$ cat src/rtl/bram_sequencer.sv
// Walks NUM_WORDS words of a BRAM through a valid/ready port, optionally writing a
// SEED-based pattern first, and shows each word read on the LEDs for WAIT_TICKS cycles.
module bram_sequencer #(
  parameter int          NUM_WORDS  = 2,
  parameter logic [31:0] BASE_ADDR  = 32'h0000_0000,
  parameter int          WAIT_TICKS = 25_000_000,
  parameter int          LED_WIDTH  = 8,
  parameter int          MODE       = 0,
  parameter logic [31:0] SEED       = 32'h0000_0001,
  parameter int          LOOP       = 1
) (
  input  logic                 clk,
  input  logic                 reset,
  input  logic                 start,
  output logic                 busy,
  output logic                 done,
  output logic                 error,
  output logic [31:0]          err_addr,
  output logic [LED_WIDTH-1:0] led,
  output logic                 mem_valid,
  output logic [31:0]          mem_addr,
  output logic [31:0]          mem_wdata,
  output logic [3:0]           mem_wstrb,
  input  logic                 mem_ready,
  input  logic [31:0]          mem_rdata
);

  localparam int IDX_W  = (NUM_WORDS > 1) ? $clog2(NUM_WORDS) : 1;
  localparam int TICK_W = (WAIT_TICKS > 1) ? $clog2(WAIT_TICKS) : 1;
  localparam logic [IDX_W-1:0]  LAST_IDX  = IDX_W'(NUM_WORDS - 1);
  localparam logic [TICK_W-1:0] LAST_TICK = TICK_W'(WAIT_TICKS - 1);

  typedef enum logic [2:0] {IDLE, WRITE, READ, SHOW, NEXT} state_t;

  localparam state_t RESTART = (MODE == 1) ? WRITE : READ;

  state_t            state, state_next;
  logic [IDX_W-1:0]  idx;
  logic [TICK_W-1:0] tick;
  logic              xfer, last_word, last_tick;
  logic [31:0]       word_addr, word_pattern;

  assign xfer         = mem_valid & mem_ready;
  assign last_word    = (idx == LAST_IDX);
  assign last_tick    = (tick == LAST_TICK);
  assign word_addr    = BASE_ADDR + (32'(idx) << 2);
  assign word_pattern = SEED + 32'(idx);

  always_comb begin
    state_next = state;
    case (state)
      IDLE:    state_next = start ? RESTART : IDLE;
      WRITE:   state_next = (xfer && last_word) ? READ : WRITE;
      READ:    state_next = xfer ? SHOW : READ;
      SHOW:    state_next = last_tick ? NEXT : SHOW;
      NEXT: begin
        if (!last_word)     state_next = READ;
        else if (LOOP == 1) state_next = RESTART;
        else                state_next = IDLE;
      end
      default: state_next = IDLE;
    endcase
  end

  always_ff @(posedge clk) begin
    if (reset) state <= IDLE;
    else       state <= state_next;
  end

  // Request bus is registered; a request is raised only from a valid-low cycle,
  // which guarantees the idle gap between back-to-back transfers.
  always_ff @(posedge clk) begin
    if (reset) begin
      busy      <= 1'b0;
      done      <= 1'b0;
      error     <= 1'b0;
      err_addr  <= 32'h0;
      led       <= '0;
      mem_valid <= 1'b0;
      mem_addr  <= 32'h0;
      mem_wdata <= 32'h0;
      mem_wstrb <= 4'h0;
      idx       <= '0;
      tick      <= '0;
    end else begin
      busy <= (state_next != IDLE);
      done <= (state == NEXT) && last_word;
      case (state)
        IDLE: begin
          idx  <= '0;
          tick <= '0;
          if (start) begin
            error    <= 1'b0;
            err_addr <= 32'h0;
          end
        end
        WRITE, READ: begin
          if (xfer) begin
            mem_valid <= 1'b0;
            mem_addr  <= 32'h0;
            mem_wdata <= 32'h0;
            mem_wstrb <= 4'h0;
            if (state == WRITE) begin
              idx <= last_word ? IDX_W'(0) : idx + IDX_W'(1);
            end else begin
              led  <= mem_rdata[LED_WIDTH-1:0];
              tick <= '0;
              if ((MODE == 1) && (mem_rdata != word_pattern)) begin
                error <= 1'b1;
                if (!error) err_addr <= mem_addr;
              end
            end
          end else if (!mem_valid) begin
            mem_valid <= 1'b1;
            mem_addr  <= word_addr;
            mem_wdata <= (state == WRITE) ? word_pattern : 32'h0;
            mem_wstrb <= (state == WRITE) ? 4'hF : 4'h0;
          end
        end
        SHOW:    tick <= last_tick ? TICK_W'(0) : tick + TICK_W'(1);
        NEXT:    idx  <= last_word ? IDX_W'(0) : idx + IDX_W'(1);
        default: ;
      endcase
    end
  end

endmodule

$ cat config.mk
export PLATFORM = sky130hd
export DESIGN_NAME = bram_sequencer
export DESIGN_NICKNAME = d
export VERILOG_FILES = /design/src/rtl/bram_sequencer.sv
export SDC_FILE = /design/constraint.sdc
export NUM_CORES = 1
export LEC_CHECK = 0
export ABC_AREA = 0
export BUFFER_PORTS_ARGS = -buffer_cell sky130_fd_sc_hd__buf_2
export CAP_MARGIN = 5
export CORE_MARGIN = 2
export CORE_UTILIZATION = 50
export CTS_CLUSTER_SIZE = 25
export DETAILED_ROUTE_END_ITERATION = 7
export PLACE_DENSITY = 0.91
export SLEW_MARGIN = 20
export SYNTH_ARGS = -nofsm -noshare
export SYNTH_HDL_FRONTEND = slang
export SYNTH_SLANG_ARGS = --single-unit
$ cat constraint.sdc
create_clock -name clk -period 4 [get_ports clk]
set_input_delay 0.6 -clock clk [delete_from_list [all_inputs] [get_ports clk]]
set_output_delay 0.6 -clock clk [all_outputs]
set_load 0.005 [all_outputs]
Word-level counts from Yosys, hierarchy flattened
Cells that the tools add are included.
- input bits: 36
- register bits after elaboration: 108
- word-level logic and storage cells: 57
- reduce and logical (&&, ||, !) cells: 11
- equal/unequal tests: 9
- $add $sub $neg: 3
- bitwise operators: 2
- muxes and demuxes: 22
- operator list (cell ; number):
    32-bit two-way mux ; 4
    25-bit two-way mux ; 3
    25-bit case mux with 3 select lines ; 1
    25-bit by 1-bit adder with 25-bit output, second input constant ; 1
    25-bit equality test, second input constant ; 1
    3-bit case mux with 5 select lines ; 1
    4-bit two-way mux ; 3
    3-bit AND reduction ; 3
    3-bit nonzero test ; 3
    3-bit by 2-bit equality test with 1-bit output, second input constant ; 2
    2-bit two-way mux ; 3
    2-bit inequality test, second input constant ; 3
    1-bit two-way mux ; 5
    3-bit by 1-bit equality test with 1-bit output, second input constant ; 1
    3-bit equality test, second input constant ; 1
    3-bit zero test ; 1
    3-bit two-way mux ; 1
    1-bit case mux with 3 select lines ; 1
    1-bit by 1-bit adder with 2-bit output, first input constant ; 1
    1-bit logical AND ; 2
    2-bit by 1-bit inequality test with 1-bit output, second input constant ; 1
    2-bit AND reduction ; 1
    2-bit OR reduction ; 1
    1-bit adder, second input constant ; 1
    other kinds (2) ; 2

Logic depth before layout (Yosys ltp)
- depth after elaboration: 5
- gate-level depth with buffers: 7
- gate-level depth less buffers: 6

Worst setup path before layout
Ideal clock, no wire load.
- kind: input to register
- start: input port mem_ready
- end: register tick[7]
- library setup time: 0.070 ns
- path slack: 2.145 ns
- required time: 3.930 ns
- path buffers: 0
- data arrival time: 1.785 ns
- cell stages on the path: 5
- cells stage by stage: nand2_2 a211oi_4 nand3_2 or4b_1 a21oi_1
- longest elaborated chain between the ends: 3
- RTL lines (item ; line ; text):
    from (decl) ; 24 ; input logic mem_ready,
    1-bit AND ; 43 ; assign xfer = mem_valid & mem_ready;
    2-bit inequality test (no line) ; -- ;
    3-bit AND reduction (no line) ; -- ;
    to (signal assigned) ; 120 ; SHOW: tick <= last_tick ? TICK_W'(0) : tick + TICK_W'(1);
    to (decl) ; 39 ; logic [TICK_W-1:0] tick;
No other way between the ends.
A chain may end at the register's enable or synchronous reset.

Worst setup path after layout
- start: register tick[0]
- end: register tick[6]
- longest elaborated chain between the ends: 3
- elaborated cells on any way between the ends: 4
- those cells by class: add/sub (1); eq/ne (1); mux (2)
- RTL lines (item ; line ; text):
    25-bit by 1-bit adder with 25-bit output / 25-bit equality test (equally long branches) ; 120, 45 ;
    25-bit two-way mux * ; 120 ;
    25-bit case mux with 3 select lines * ; 88 ; case (state)
Every way passes the cells marked *; elsewhere a longest branch is shown, timed or not.

==> impl_metrics.prom <==
# TYPE chip_impl_metric gauge
chip_impl_metric{name="max_clock_freq",unit="GHz"} 0.463
chip_impl_metric{name="gr-usage-met1",unit="%"} 16.4
chip_impl_metric{name="final-seq-area",unit="um2"} 881
chip_impl_metric{name="route.detailed.wl_per_inst",unit="um"} 10.8
chip_impl_metric{name="grt_pass1_vias",unit=""} 1679
chip_impl_metric{name="timing.slew.headroom",unit="%"} 47.1
chip_impl_metric{name="postLayoutCellArea",unit="um2"} 2750
chip_impl_metric{name="hold_viol_final",unit=""} 0
chip_impl_metric{name="detail_route.first_pass.iterations",unit=""} 4
chip_impl_info{name="critical_path.endpoint_type",value="register"} 1
chip_impl_metric{name="final_antenna_net_count",unit=""} 0
chip_impl_metric{name="place.gp.congestion",unit=""} 0.911
chip_impl_metric{name="total_of_fill_cells_in_the_finished_design",unit=""} 542
chip_impl_info{name="most-common-layout-cells",value="conb_1 (94), dfxtp_1 (44), nor2_1 (41), buf_2 (29), xnor2_1 (17)"} 1
chip_impl_metric{name="die_w",unit="um"} 80.1
chip_impl_metric{name="cts_max_path_buffers",unit=""} 2
chip_impl_metric{name="grt_first_pass_wirelength",unit="mm"} 7.36
chip_impl_metric{name="drtIter0Drc",unit=""} 59
chip_impl_metric{name="ir_worst_vdd",unit="V"} 0.000181
chip_impl_metric{name="ctsHoldBuffers",unit=""} 0
chip_impl_metric{name="setup_viol_count_final",unit=""} 0
chip_impl_metric{name="layout.core_utilization",unit="%"} 49.7
chip_impl_metric{name="grt_antenna_before_repair",unit=""} 0
chip_impl_info{name="unrepaired_setup_endpoints_after_global_routing",value="false"} 1
chip_impl_metric{name="report.final.slew_viol_count",unit=""} 0
chip_impl_metric{name="min_period_over_period",unit="%"} 53.9
chip_impl_metric{name="ys_seq_elements",unit=""} 44
chip_impl_metric{name="dr_total_vias",unit=""} 1959
chip_impl_metric{name="placed_cell_count",unit=""} 417
chip_impl_metric{name="timing.critical_path.arrival",unit="ps"} 2400
chip_impl_metric{name="yosysSeqAreaShare",unit="%"} 30.4
chip_impl_metric{name="async_reset_ff_share",unit="%"} 0
chip_impl_info{name="global_route.peak_usage_layer",value="met2"} 1
chip_impl_metric{name="overall_global_routing_resource_usage",unit="%"} 14.4
chip_impl_metric{name="start_util",unit="%"} 52.2
chip_impl_metric{name="synthDistinctLibCells",unit=""} 52
chip_impl_metric{name="power-per-cell-area",unit="nW/um2"} 292
chip_impl_metric{name="worst_ep_required_time",unit="ps"} 4250
chip_impl_metric{name="fin_tns_setup",unit="ps"} 0
chip_impl_metric{name="post_layout_instance_count_excluding_filler_cells",unit=""} 424
chip_impl_info{name="critPathKind",value="register to register"} 1
chip_impl_metric{name="synth_edf_count",unit=""} 0
chip_impl_info{name="status",value="finished clean"} 1
chip_impl_metric{name="worst_clock_skew",unit="ps"} 10.4
chip_impl_metric{name="drv.max_cap_violation_count",unit=""} 0
chip_impl_metric{name="clock_tree.htree_level_count",unit=""} 2
chip_impl_metric{name="mappedNetlistArea",unit="um2"} 2890
chip_impl_metric{name="critical_path.max_fanout",unit=""} 11
chip_impl_info{name="root_buffer",value="clkbuf_8"} 1
chip_impl_metric{name="clock_sinks",unit=""} 44
chip_impl_metric{name="areaGrowthSynthToFinish",unit="%"} -4.93
chip_impl_metric{name="route.detailed.drc",unit=""} 0
chip_impl_metric{name="post_synth_inst_count",unit=""} 333
chip_impl_metric{name="post_synth.cell_area_avg",unit="um2"} 8.69
chip_impl_metric{name="viasPerCell",unit=""} 4.62
chip_impl_metric{name="fp-row-count",unit=""} 27
chip_impl_info{name="holdCritPathClass",value="register to register"} 1
chip_impl_metric{name="tritoncts.num_buffers",unit=""} 5
chip_impl_metric{name="clk-insertion-delay-late",unit="ps"} 310
chip_impl_metric{name="die-area",unit="um2"} 6410
chip_impl_metric{name="transition_time_of_the_tightest_slew_check_pin",unit="ps"} 789
chip_impl_metric{name="grt_use_met3",unit="%"} 3.48
chip_impl_metric{name="cts_post_setup_buffers_inserted",unit=""} 0
chip_impl_metric{name="synth.yosys.warnings",unit=""} 0
chip_impl_metric{name="io_buffer_count",unit=""} 29
chip_impl_metric{name="grt.met2_usage",unit="%"} 25.6
chip_impl_metric{name="floorplan.die.height",unit="um"} 80.1
chip_impl_metric{name="drive_gt1_share",unit="%"} 14.8
chip_impl_metric{name="num_antenna_cells",unit=""} 0
chip_impl_metric{name="floorplan.io_pins",unit=""} 148
chip_impl_metric{name="dp.final_hpwl",unit="mm"} 3.40
chip_impl_info{name="mostFrequentLayoutCell",value="conb_1"} 1
chip_impl_metric{name="cts.clk_slew.worst_paths",unit="ps"} 90
chip_impl_metric{name="gr-total-overflow",unit=""} 0
chip_impl_metric{name="routed_wirelength",unit="mm"} 4.57
chip_impl_metric{name="fin_nets",unit=""} 389
chip_impl_info{name="ys.flop_type",value="dfxtp_1"} 1
chip_impl_metric{name="floorplan.core_area",unit="um2"} 5540
chip_impl_metric{name="power.static_leakage",unit="nW"} 1.16
chip_impl_info{name="tritoncts",value="built"} 1
chip_impl_metric{name="pin_count_of_the_biggest_net_entering_global_routing",unit=""} 26
chip_impl_metric{name="cts_repair_resize_count",unit=""} 0
chip_impl_metric{name="multi_input_area",unit="um2"} 1540
chip_impl_info{name="worstSetupStartpointType",value="register"} 1
chip_impl_metric{name="placed_cell_area",unit="um2"} 2670
chip_impl_metric{name="fin_crit",unit="ps"} 2160
==> final timing paths <==
check / to / cells after the start / from / slack, ps
setup reg to reg: tick[6]$_SDFFE_PP0P_ / 5 / tick[0]$_SDFFE_PP0P_ / 1840
hold reg to reg: led[2]$_SDFFE_PP0P_ / 2 / led[2]$_SDFFE_PP0P_ / 490
setup / recovery: tick[6]$_SDFFE_PP0P_ / 5 / tick[0]$_SDFFE_PP0P_ / 1840
hold / removal: led[2]$_SDFFE_PP0P_ / 2 / led[2]$_SDFFE_PP0P_ / 490
==> final cells by class <==
type,count,share of cell area (%)
Tap cell,72,3.27
Multi-Input combinational cell,267,55.8
Inverter,5,0.682
Clock buffer,5,2.50
Sequential cell,44,32.0
Clock inverter,2,0.455
Timing Repair Buffer,29,5.28
==> cell families (layout without fill, tap and decap cells) <==
logic type	count (synthesis)	in the layout	share of synthesized area, %
buffers and inverters	115	41	28.6
AND/OR/NAND/NOR	113	113	23.2
adder cells (fa/ha/maj)	1	1	0.432
XOR/XNOR	22	22	6.66
multiplexers	10	10	3.46
AO/OA/AOI/OAI	27	27	7.09
other	1	94	0.130
flip-flops	44	44	30.4
==> layer usage <==
layer  routed length [um]  share of wire (%)  up-vias
li1                     -                  -      967
met1                 1910                 42      914
met2                 2280                 50       72
met3                  328                7.2        6
met4                   59                1.3        0
met5                    0                  0        -
==> power by group <==
group          total, mW  switching [mW]  internal [mW]
combinational     0.0830          0.0572         0.0259
clock              0.268           0.150          0.118
sequential         0.453         0.00897          0.444
==> synth_stat cells (3+ instances only) <==
cell	instances	area [um2]
buf_4	98	736
dfxtp_1	44	881
nor2_1	41	154
xnor2_1	17	149
nand2_1	11	41.3
a21oi_1	10	50.1
mux2i_1	10	100
nand3_1	9	45.0
nor3_1	7	35.0
nor4_1	7	43.8
nand4_1	6	37.5
inv_1	5	18.8
xor2_1	5	43.8
and4_1	4	35.0
nor4_4	4	85.1
buf_2	3	15.0
buf_6	3	33.8
clkbuf_1	3	11.3
nor2b_1	3	18.8
nor3b_1	3	22.5
o21ai_0	3	15.0
==> metrics by stage <==
step | hold WS [ps] | setup WS (ps) | power (mW)
CTS | 497 | 1830 | 0.813
floorplan | 477 | 2140 | 0.598
detailed placement | 476 | 1710 | 0.545
finish | 489 | 1840 | 0.804
global placement | 461 | 1730 | 0.543
global route | 521 | 1630 | 0.842
==> critical path, cell delays in order (launching register included) <==
cell and delay (ps):
dfxtp_1 410, ha_1 220, nand4_1 160, a2111o_1 640, or4b_1 550, a21oi_1 120
==> registers in the layout, summed over array words and instances, names as in the netlist <==
| signal | flops |
|---|---|
| led | 8 |
| done | 1 |
| mem_wstrb | 1 |
| state | 3 |
| mem_addr | 1 |
| idx | 1 |
| busy | 1 |
| mem_valid | 1 |
| tick | 25 |
| mem_wdata | 2 |
(Power assumes the default switching activity.)
